**src/rtl/duck_motion_if.sv**
```systemverilog
// Frame-side handshake between the duck motion controller, the timing chain,
// the shot detector and the sprite-draw stage.
interface duck_motion_if;
   logic        vblnk_in;
   logic        start;
   logic        hit;
   logic [10:0] xpos;
   logic [10:0] ypos;
   logic        invert;
   logic [2:0]  state_out;
   logic        escaped;
   logic        landed;

   modport slave (
      input  vblnk_in, start, hit,
      output xpos, ypos, invert, state_out, escaped, landed
   );

   modport master (
      output vblnk_in, start, hit,
      input  xpos, ypos, invert, state_out, escaped, landed
   );
endinterface

```
**src/rtl/duck_motion_ctl.sv**
```systemverilog
// Per-frame motion controller for one duck sprite: bouncing flight, escape climb,
// hit freeze and fall. Position only moves on the rising edge of vertical blank.
//
// state  | meaning
// IDLE   | no duck on screen, outputs hold
// FLY    | bouncing flight between the screen bounds
// ESCAPE | straight climb off the top of the screen
// HIT    | frozen after being shot
// FALL   | dropping to the ground line
module duck_motion_ctl #(
   parameter int X_MIN      = 0,
   parameter int X_MAX      = 752,
   parameter int Y_MIN      = 0,
   parameter int Y_FLOOR    = 450,
   parameter int START_X    = 376,
   parameter int START_Y    = 450,
   parameter int SPEED_X    = 3,
   parameter int SPEED_Y    = 2,
   parameter int FALL_SPEED = 5,
   parameter int FLY_FRAMES = 300,
   parameter int HIT_FRAMES = 30
) (
   input  logic          pclk,
   input  logic          rst_n,
   duck_motion_if.slave  duck
);

   typedef enum logic [2:0] {
      S_IDLE   = 3'd0,
      S_FLY    = 3'd1,
      S_ESCAPE = 3'd2,
      S_HIT    = 3'd3,
      S_FALL   = 3'd4
   } state_t;

   localparam logic [11:0] XMIN_W  = 12'(X_MIN);
   localparam logic [11:0] XMAX_W  = 12'(X_MAX);
   localparam logic [11:0] YMIN_W  = 12'(Y_MIN);
   localparam logic [11:0] YFLR_W  = 12'(Y_FLOOR);
   localparam logic [11:0] SPDX_W  = 12'(SPEED_X);
   localparam logic [11:0] SPDY_W  = 12'(SPEED_Y);
   localparam logic [11:0] FALL_W  = 12'(FALL_SPEED);
   localparam logic [8:0]  FLY_END = 9'(FLY_FRAMES - 1);
   localparam logic [8:0]  HIT_END = 9'(HIT_FRAMES - 1);

   state_t      state_q;
   logic [10:0] x_q, y_q;
   logic        dir_left_q, dir_up_q;
   logic        invert_q, escaped_q, landed_q, vblnk_q;
   logic [8:0]  frame_cnt_q;

   logic        tick;
   logic [11:0] x_ext, y_ext;
   logic [10:0] x_fly_d, y_fly_d;
   logic        dir_left_d, dir_up_d;

   assign tick  = duck.vblnk_in & ~vblnk_q;
   assign x_ext = {1'b0, x_q};
   assign y_ext = {1'b0, y_q};

   // Next flight position; 12-bit compares catch wrap below 0 via the bound+step test.
   always_comb begin
      x_fly_d    = x_q;
      y_fly_d    = y_q;
      dir_left_d = dir_left_q;
      dir_up_d   = dir_up_q;
      if (!dir_left_q) begin
         if (x_ext + SPDX_W >= XMAX_W) begin
            x_fly_d    = XMAX_W[10:0];
            dir_left_d = 1'b1;
         end else begin
            x_fly_d = 11'(x_ext + SPDX_W);
         end
      end else if (x_ext < XMIN_W + SPDX_W) begin
         x_fly_d    = XMIN_W[10:0];
         dir_left_d = 1'b0;
      end else begin
         x_fly_d = 11'(x_ext - SPDX_W);
      end
      if (dir_up_q) begin
         if (y_ext < YMIN_W + SPDY_W) begin
            y_fly_d  = YMIN_W[10:0];
            dir_up_d = 1'b0;
         end else begin
            y_fly_d = 11'(y_ext - SPDY_W);
         end
      end else if (y_ext + SPDY_W >= YFLR_W) begin
         y_fly_d  = YFLR_W[10:0];
         dir_up_d = 1'b1;
      end else begin
         y_fly_d = 11'(y_ext + SPDY_W);
      end
   end

   always_ff @(posedge pclk or negedge rst_n) begin
      if (!rst_n) begin
         state_q     <= S_IDLE;
         x_q         <= 11'(START_X);
         y_q         <= 11'(START_Y);
         dir_left_q  <= 1'b0;
         dir_up_q    <= 1'b1;
         invert_q    <= 1'b0;
         escaped_q   <= 1'b0;
         landed_q    <= 1'b0;
         vblnk_q     <= 1'b0;
         frame_cnt_q <= '0;
      end else begin
         vblnk_q   <= duck.vblnk_in;
         escaped_q <= 1'b0;
         landed_q  <= 1'b0;
         case (state_q)
            S_IDLE: begin
               if (duck.start) begin
                  x_q         <= 11'(START_X);
                  y_q         <= 11'(START_Y);
                  dir_left_q  <= 1'b0;
                  dir_up_q    <= 1'b1;
                  frame_cnt_q <= '0;
                  state_q     <= S_FLY;
               end
            end
            S_FLY: begin
               if (duck.hit) begin
                  frame_cnt_q <= '0;
                  state_q     <= S_HIT;
               end else if (tick) begin
                  x_q        <= x_fly_d;
                  y_q        <= y_fly_d;
                  dir_left_q <= dir_left_d;
                  dir_up_q   <= dir_up_d;
                  invert_q   <= dir_left_d;
                  if (frame_cnt_q == FLY_END) begin
                     state_q <= S_ESCAPE;
                  end else begin
                     frame_cnt_q <= frame_cnt_q + 9'd1;
                  end
               end
            end
            S_ESCAPE: begin
               if (duck.hit) begin
                  frame_cnt_q <= '0;
                  state_q     <= S_HIT;
               end else if (tick) begin
                  // Leaving once the next step would land below SPEED_Y (or wrap).
                  if (y_ext < SPDY_W + SPDY_W) begin
                     y_q       <= '0;
                     escaped_q <= 1'b1;
                     state_q   <= S_IDLE;
                  end else begin
                     y_q <= 11'(y_ext - SPDY_W);
                  end
               end
            end
            S_HIT: begin
               if (tick) begin
                  if (frame_cnt_q == HIT_END) begin
                     frame_cnt_q <= '0;
                     state_q     <= S_FALL;
                  end else begin
                     frame_cnt_q <= frame_cnt_q + 9'd1;
                  end
               end
            end
            S_FALL: begin
               if (tick) begin
                  if (y_ext + FALL_W >= YFLR_W) begin
                     y_q      <= YFLR_W[10:0];
                     landed_q <= 1'b1;
                     state_q  <= S_IDLE;
                  end else begin
                     y_q <= 11'(y_ext + FALL_W);
                  end
               end
            end
            default: state_q <= S_IDLE;
         endcase
      end
   end

   assign duck.xpos      = x_q;
   assign duck.ypos      = y_q;
   assign duck.invert    = invert_q;
   assign duck.state_out = state_q;
   assign duck.escaped   = escaped_q;
   assign duck.landed    = landed_q;

endmodule

```
**src/flat_wrapper.sv**
```systemverilog
// flat-port wrapper written by rule: the top's interface ports become plain ports
module duck_motion_ctl_flat 
#(
   parameter int X_MIN      = 0,
   parameter int X_MAX      = 752,
   parameter int Y_MIN      = 0,
   parameter int Y_FLOOR    = 450,
   parameter int START_X    = 376,
   parameter int START_Y    = 450,
   parameter int SPEED_X    = 3,
   parameter int SPEED_Y    = 2,
   parameter int FALL_SPEED = 5,
   parameter int FLY_FRAMES = 300,
   parameter int HIT_FRAMES = 30
)
  (pclk, rst_n, duck_vblnk_in, duck_start, duck_hit, duck_xpos, duck_ypos, duck_invert, duck_state_out, duck_escaped, duck_landed);
  duck_motion_if duck_i ();
  input  logic pclk;
  input  logic rst_n;
  input wire logic [$bits(duck_i.vblnk_in)-1:0] duck_vblnk_in;
  input wire logic [$bits(duck_i.start)-1:0] duck_start;
  input wire logic [$bits(duck_i.hit)-1:0] duck_hit;
  output wire logic [$bits(duck_i.xpos)-1:0] duck_xpos;
  output wire logic [$bits(duck_i.ypos)-1:0] duck_ypos;
  output wire logic [$bits(duck_i.invert)-1:0] duck_invert;
  output wire logic [$bits(duck_i.state_out)-1:0] duck_state_out;
  output wire logic [$bits(duck_i.escaped)-1:0] duck_escaped;
  output wire logic [$bits(duck_i.landed)-1:0] duck_landed;
  assign duck_i.vblnk_in = duck_vblnk_in;
  assign duck_i.start = duck_start;
  assign duck_i.hit = duck_hit;
  assign duck_xpos = duck_i.xpos;
  assign duck_ypos = duck_i.ypos;
  assign duck_invert = duck_i.invert;
  assign duck_state_out = duck_i.state_out;
  assign duck_escaped = duck_i.escaped;
  assign duck_landed = duck_i.landed;
  duck_motion_ctl #(.X_MIN(X_MIN), .X_MAX(X_MAX), .Y_MIN(Y_MIN), .Y_FLOOR(Y_FLOOR), .START_X(START_X), .START_Y(START_Y), .SPEED_X(SPEED_X), .SPEED_Y(SPEED_Y), .FALL_SPEED(FALL_SPEED), .FLY_FRAMES(FLY_FRAMES), .HIT_FRAMES(HIT_FRAMES)) u_core (.pclk(pclk), .rst_n(rst_n), .duck(duck_i));
endmodule
```
**config.mk**
```make
export PLATFORM = sky130hd
export DESIGN_NAME = duck_motion_ctl_flat
export DESIGN_NICKNAME = d
export VERILOG_FILES = /design/src/rtl/duck_motion_if.sv /design/src/rtl/duck_motion_ctl.sv /design/src/flat_wrapper.sv
export SDC_FILE = /design/constraint.sdc
export NUM_CORES = 1
export LEC_CHECK = 0
export ABC_CLOCK_PERIOD_IN_PS = 3050
export CORE_UTILIZATION = 23
export CTS_BUF_LIST = sky130_fd_sc_hd__clkbuf_8
export DETAILED_ROUTE_END_ITERATION = 7
export PLACE_DENSITY_LB_ADDON = 0.1
export SLEW_MARGIN = 10
export SYNTH_ARGS = -nofsm -noshare
export SYNTH_HDL_FRONTEND = slang
export SYNTH_SLANG_ARGS = --single-unit
```
**constraint.sdc**
```tcl
create_clock -name pclk -period 3.05 [get_ports pclk]
set_input_delay 0.61 -clock pclk [delete_from_list [all_inputs] [get_ports pclk]]
set_output_delay 0.61 -clock pclk [all_outputs]
set_load 0.005 [all_outputs]
```
# After elaboration in Yosys (flattened, before gate mapping)
# Cells that the tools add are included.
# totals
reg_bits,40
in_bits,5
out_inout_bits,28
# classes
reduce_logical,9
order_cmp,6
addsub,6
mux,60
bitwise,3
eq_ne,21
# ops
cell,n
11-bit two-way mux,17
9-bit two-way mux,7
11-bit case mux with 4 select lines,1
9-bit case mux with 4 select lines,1
3-bit two-way mux,11
"11-bit by 2-bit adder with 12-bit output, second input constant",2
"12-bit by 9-bit greater-or-equal comparator with 1-bit output, second input constant",2
"11-bit by 2-bit less-than comparator with 1-bit output, second input constant",2
11-bit case mux with 2 select lines,1
"11-bit by 2-bit subtractor with 11-bit output, second input constant",2
1-bit two-way mux,19
3-bit case mux with 5 select lines,1
"11-bit by 3-bit adder with 12-bit output, second input constant",1
"12-bit by 10-bit greater-or-equal comparator with 1-bit output, second input constant",1
"2-bit by 1-bit inequality test with 1-bit output, second input constant",6
"3-bit by 2-bit inequality test with 1-bit output, second input constant",4
"11-bit by 3-bit less-than comparator with 1-bit output, second input constant",1
"9-bit by 1-bit adder with 9-bit output, second input constant",1
"9-bit by 5-bit equality test with 1-bit output, second input constant",1
"9-bit equality test, second input constant",1
9-bit AND reduction,1
"2-bit inequality test, second input constant",4
4-bit nonzero test,2
7-bit AND reduction,1
12 further kinds,15

# Logic depth before layout (Yosys ltp)
# depth
depth_word,7
depth_mapped,10
mapped_depth_nobuf,8

# Worst setup path after synthesis
# OpenSTA, ideal clock, no wires.
# synth_timing
path_type,register -> register
from,register u_core.y_q[1] (netlist: u_core.duck.ypos[1])
to,register u_core.y_q[4] (netlist: u_core.duck.ypos[4])
stages_incl_launch_ff,11
slack_ns,0.242
required_ns,2.946
arrival_time_ns,2.704
setup_time_ns,0.104
synth_period_minus_slack_ns,2.808
path_cell_list,dfstp_2 clkbuf_1 inv_1 ha_1 clkbuf_1 nand2b_1 nand3b_1 a2111oi_1 a2111oi_4 or3_1 o311ai_1
# synth_between
elab_chain_cells,7
# synth_lines
item,line,text
start: declaration,duck_motion_ctl.sv:47,"logic [10:0] x_q, y_q;"
start signal: assignment,duck_motion_ctl.sv:99,y_q <= 11'(START_Y);
start signal: assignment,duck_motion_ctl.sv:115,y_q <= 11'(START_Y);
start signal: assignment,duck_motion_ctl.sv:128,y_q <= y_fly_d;
11-bit by 2-bit adder with 12-bit output,duck_motion_ctl.sv:87,end else if (y_ext + SPDY_W >= YFLR_W) begin
12-bit by 9-bit greater-or-equal comparator with 1-bit output,duck_motion_ctl.sv:87,
11-bit two-way mux,duck_motion_ctl.sv:87,
11-bit two-way mux,duck_motion_ctl.sv:80,if (dir_up_q) begin
11-bit two-way mux,duck_motion_ctl.sv:126,end else if (tick) begin
11-bit two-way mux,duck_motion_ctl.sv:123,if (duck.hit) begin
11-bit case mux with 4 select lines *,duck_motion_ctl.sv:111,case (state_q)
# Mark *: on every way between the ends. The rest lies on a longest branch, timed or not. The select of a mux whose other input is x is not followed.
# A chain may end at the register's enable or synchronous reset.

# Worst setup path after layout
# Ends and elaborated chain as after synthesis.

==> results list <==
- The flow ran to the end, and the final reports show no timing, DRC or antenna violations.
- Floorplan die area: 16600 sq um
- Dominant combinational cell family by area after synthesis: compound AO/OA/AOI/OAI gates
- P per Cell Area: 681 nW/um^2
- The compound-gate portion of the synthesized area came to 0.314.
- The path class of the tightest hold or removal check is in -> async.
* Avg Vias per Cell: 5.34
- Post-synthesis share of cell area spent on full adders, half adders and majority gates: 0.0331
- The later pin in the worst-skew pair is clocked with a latency of 310 ps.
- From bottom edge to top edge, the die measures 129 microns.
- Crit path time final: 2840 ps
- Count of pins over their slew limit: 0
* # rows: 46
- The worst setup path is captured at a register.
- The initial utilization of the core area, before any placement, comes to 0.234.
* Root Driver: sky130_fd_sc_hd__clkbuf_8
- Share of synthesized flip-flops with an asynchronous set or reset: 1.00
- Aggregate global-route resource usage: 0.160
* Arrival time of data at the critical path endpoint: 3030 ps
- Number of antenna violations at the first check in global routing: 0
- In this run, the number of DRC markers left after iteration 0 of detailed routing was 283.
* Ratio of cells with drive above 1 in the final layout: 0.128
- Setup violations remaining at the end of the flow were counted as 0.
- Number of buffers created by CTS: 5
* Number of global-route vias before repair: 3785
- Post_cts resized: 0
* Maxcap violations: 0
* Ant. Diodes: 0
- Final nets: 519
- After detailed placement, the design holds a cell count of 714.
- Post-synthesis simple-gate area fraction: 0.276
* Maximum fanout along the worst path: 13
- Core outline area: 15800 sq um
- Setup repair after global routing left no endpoint under its margin.
- Seq cells post-synth: 40
* WS Path Type: reg -> reg
- Number of routed nets with antenna violations: 0
- Number of flops mapped to enable cells by yosys: 0
- I/O pin count: 33
- IR analysis of the VDD net gives a maximum drop of 0.000237 V.
- Counting every instance in the synthesized netlist gives 465.
- The clock passes through at most 2 buffers.
* Mux cell area share after synthesis: 0.0118
- For this block, the routed nets add up to 12700 microns of wire.
- The clock drives 40 sinks.
- Worst Setup Slack post-DPL: 198 ps
- For the pin with the worst max-slew slack, the measured transition is 1000 ps.
* Synth Warn #: 0
- Clock skew on the completed layout was measured at 12.0 ps.
* Maximum achievable frequency: 353 MHz
* Final-layout setup total negative slack: 0 ps
- Via count: 3854
* Register area share after synthesis: 0.273
- Setup slack on the critical path of the routed design comes to 215 ps.
- R2r setup slk: 210 ps
- The worst setup path is launched from a register.
- Dividing the detail-routed wire length by the instance count gives 17.6 microns.
- Nets in the synthesized netlist: 479
* Reported leakage power: 0.00165 uW
- Largest net degree at the start of global routing: 41
- Distinct cell type count after synthesis: 81
- Netlist Area Pre-Place: 3710 sq um
* Worst r2r path cells: 7
- Buffers added to address setup during post-CTS repair amount to 0.
* First-pass detailed-route iteration total: 5
- At the worst endpoint, the required time is 3250 ps.
- Hold buffer count at cts: 0
* Share of the cycle needed by the critical path after routing: 0.930
- Fillcell total: 1695
- The most used flip-flop cell after synthesis is sky130_fd_sc_hd__dfrtp_1.
- The die is 129 microns wide.
- CTS H-tree lvls: 2
* Post-detail-place hpwl: 9400 microns
- The endpoint identified for the worst register-to-register timing path is u_core.duck.ypos[4].
- Final hold violations: 0
- At the end of routability-driven placement, the weighted congestion stood at 0.850.
- Overall power consumption after layout is estimated at 3060 uW.
- In this run the critical register-to-register path is launched from u_core.duck.ypos[1].
- Summed over all layers, the global routing overflow is 0.
- Relative to the synthesized area, the layout overhead comes to 21.1%.
* Clock-pin slew reported for the worst setup and hold paths after clock tree synthesis: 90 ps
* Count of unresolved DRC violations after routing: 0
- Number of standard cells in the layout, taps in and fillers out: 722
- CTS tree: done
- Area share of xor/xnor cells in the synthesized design: 0.0378
- The first global-routing pass estimated 20600 microns of wire.
- Headroom to the max-slew limit: 0.331
* Post-synthesis area per instance: 7.97 sq um
* Hold Worst Slack: 454 ps
- Number of buffer cells added on primary ports: 32
[power by group]
group          leakage [uW]  switching, uW  internal, uW
logic               0.00109           1100           792
registers          0.000515            147           640
clock network     0.0000479            219           160
[critical path, stage by stage (launching register included)]
cell and delay (ps):
sky130_fd_sc_hd__dfstp_2 680, sky130_fd_sc_hd__inv_1 130, sky130_fd_sc_hd__ha_1 360, sky130_fd_sc_hd__nand3b_1 170
sky130_fd_sc_hd__a2111oi_1 600, sky130_fd_sc_hd__a2111oi_4 150, sky130_fd_sc_hd__or3_1 370, sky130_fd_sc_hd__o311ai_1 270
[through the flow]
| step | instance area, sq um | util |
|---|---|---|
| after global routing | 4490 | 0.284 |
| after floorplan | 3710 | - |
| final | 4490 | 0.284 |
| after CTS | 4490 | 0.284 |
| after global placement | 4400 | 0.278 |
| after detailed placement | 4400 | 0.278 |
[placed cells by master, fill, tap and decap left out, types with 7 or more instances in the layout]
cell	count
sky130_fd_sc_hd__and3_1	8
sky130_fd_sc_hd__o211ai_1	7
sky130_fd_sc_hd__nand3_1	11
sky130_fd_sc_hd__nand2b_1	10
sky130_fd_sc_hd__inv_1	15
sky130_fd_sc_hd__nand4_1	9
sky130_fd_sc_hd__xor2_1	8
sky130_fd_sc_hd__dfstp_2	10
sky130_fd_sc_hd__o31ai_1	13
sky130_fd_sc_hd__a21oi_1	28
sky130_fd_sc_hd__buf_4	33
sky130_fd_sc_hd__o21ai_0	25
sky130_fd_sc_hd__nor4_1	10
sky130_fd_sc_hd__ha_1	9
sky130_fd_sc_hd__nor2b_1	8
sky130_fd_sc_hd__nor3_1	14
sky130_fd_sc_hd__o21ai_1	20
sky130_fd_sc_hd__dfrtp_1	30
sky130_fd_sc_hd__clkdlybuf4s50_1	31
sky130_fd_sc_hd__xnor2_1	8
sky130_fd_sc_hd__a31oi_1	9
sky130_fd_sc_hd__o21a_1	9
sky130_fd_sc_hd__nand2_1	32
sky130_fd_sc_hd__nor2_1	35
[worst max path at each step]
stage,startpoint,end,slack (ps)
2_1_floorplan,u_core.duck.ypos[1],u_core.duck.ypos[4],240
3_3_place_gp,u_core.duck.ypos[1],u_core.duck.ypos[4],280
3_5_place_dp,duck_hit,u_core.duck.ypos[3],200
4_1_cts,u_core.duck.ypos[1],u_core.duck.ypos[4],230
5_1_grt,u_core.duck.ypos[1],u_core.duck.ypos[4],30
6_report,u_core.duck.ypos[1],u_core.duck.ypos[4],210
[cell families after synthesis]
family / Yosys count
XOR/XNOR: 16
adder cells (fa/ha/maj): 10
flip-flops: 40
multiplexers: 4
AND/OR/NAND/NOR: 180
AO/OA/AOI/OAI: 167
buffers and inverters: 48
[metal layers]
| layer | up-vias | share of wire | GRT usage |
|---|---|---|---|
| met3 | 15 | 0.052 | 0.0270 |
| met2 | 121 | 0.46 | 0.257 |
| met4 | 0 | 0.016 | 0.0471 |
| li1 | 1861 | - | - |
| met5 | - | 0 | 0 |
| met1 | 1857 | 0.47 | 0.219 |
[Yosys cell counts, types with 9 or more instances]
| library cell | instances | area share |
|---|---|---|
| sky130_fd_sc_hd__a21oi_1 | 28 | 0.038 |
| sky130_fd_sc_hd__a31oi_1 | 9 | 0.015 |
| sky130_fd_sc_hd__buf_2 | 9 | 0.012 |
| sky130_fd_sc_hd__clkbuf_1 | 20 | 0.020 |
| sky130_fd_sc_hd__dfrtp_1 | 30 | 0.20 |
| sky130_fd_sc_hd__dfstp_2 | 10 | 0.071 |
| sky130_fd_sc_hd__ha_1 | 9 | 0.030 |
| sky130_fd_sc_hd__inv_1 | 15 | 0.015 |
| sky130_fd_sc_hd__nand2_1 | 32 | 0.032 |
| sky130_fd_sc_hd__nand2b_1 | 10 | 0.017 |
| sky130_fd_sc_hd__nand3_1 | 11 | 0.015 |
| sky130_fd_sc_hd__nand4_1 | 9 | 0.015 |
| sky130_fd_sc_hd__nor2_1 | 35 | 0.035 |
| sky130_fd_sc_hd__nor3_1 | 14 | 0.019 |
| sky130_fd_sc_hd__nor4_1 | 10 | 0.017 |
| sky130_fd_sc_hd__o21a_1 | 9 | 0.018 |
| sky130_fd_sc_hd__o21ai_0 | 25 | 0.034 |
| sky130_fd_sc_hd__o21ai_1 | 20 | 0.027 |
| sky130_fd_sc_hd__o31ai_1 | 13 | 0.026 |
[area by class of cell]
cell class / instances / area, sq um / share of cell area
Sequential cell: 40 / 1010 / 0.226
Tap cell: 216 / 270 / 0.0602
Inverter: 16 / 60.1 / 0.0134
Clock inverter: 3 / 18.8 / 0.00418
Timing Repair Buffer: 65 / 563 / 0.125
Clock buffer: 5 / 68.8 / 0.0153
Multi-Input combinational cell: 377 / 2490 / 0.556
[sequential cells by signal, indices dropped and copies added (netlist names)]
signal / flops
u_core.duck.ypos: 11
u_core.duck.xpos: 11
u_core.duck.landed: 1
u_core.frame_cnt_q: 9
u_core.duck.escaped: 1
u_core.dir_up_q: 1
u_core.duck.invert: 1
u_core.dir_left_q: 1
u_core.vblnk_q: 1
u_core.duck.state_out: 3
Power figures use the tool's default switching activity.
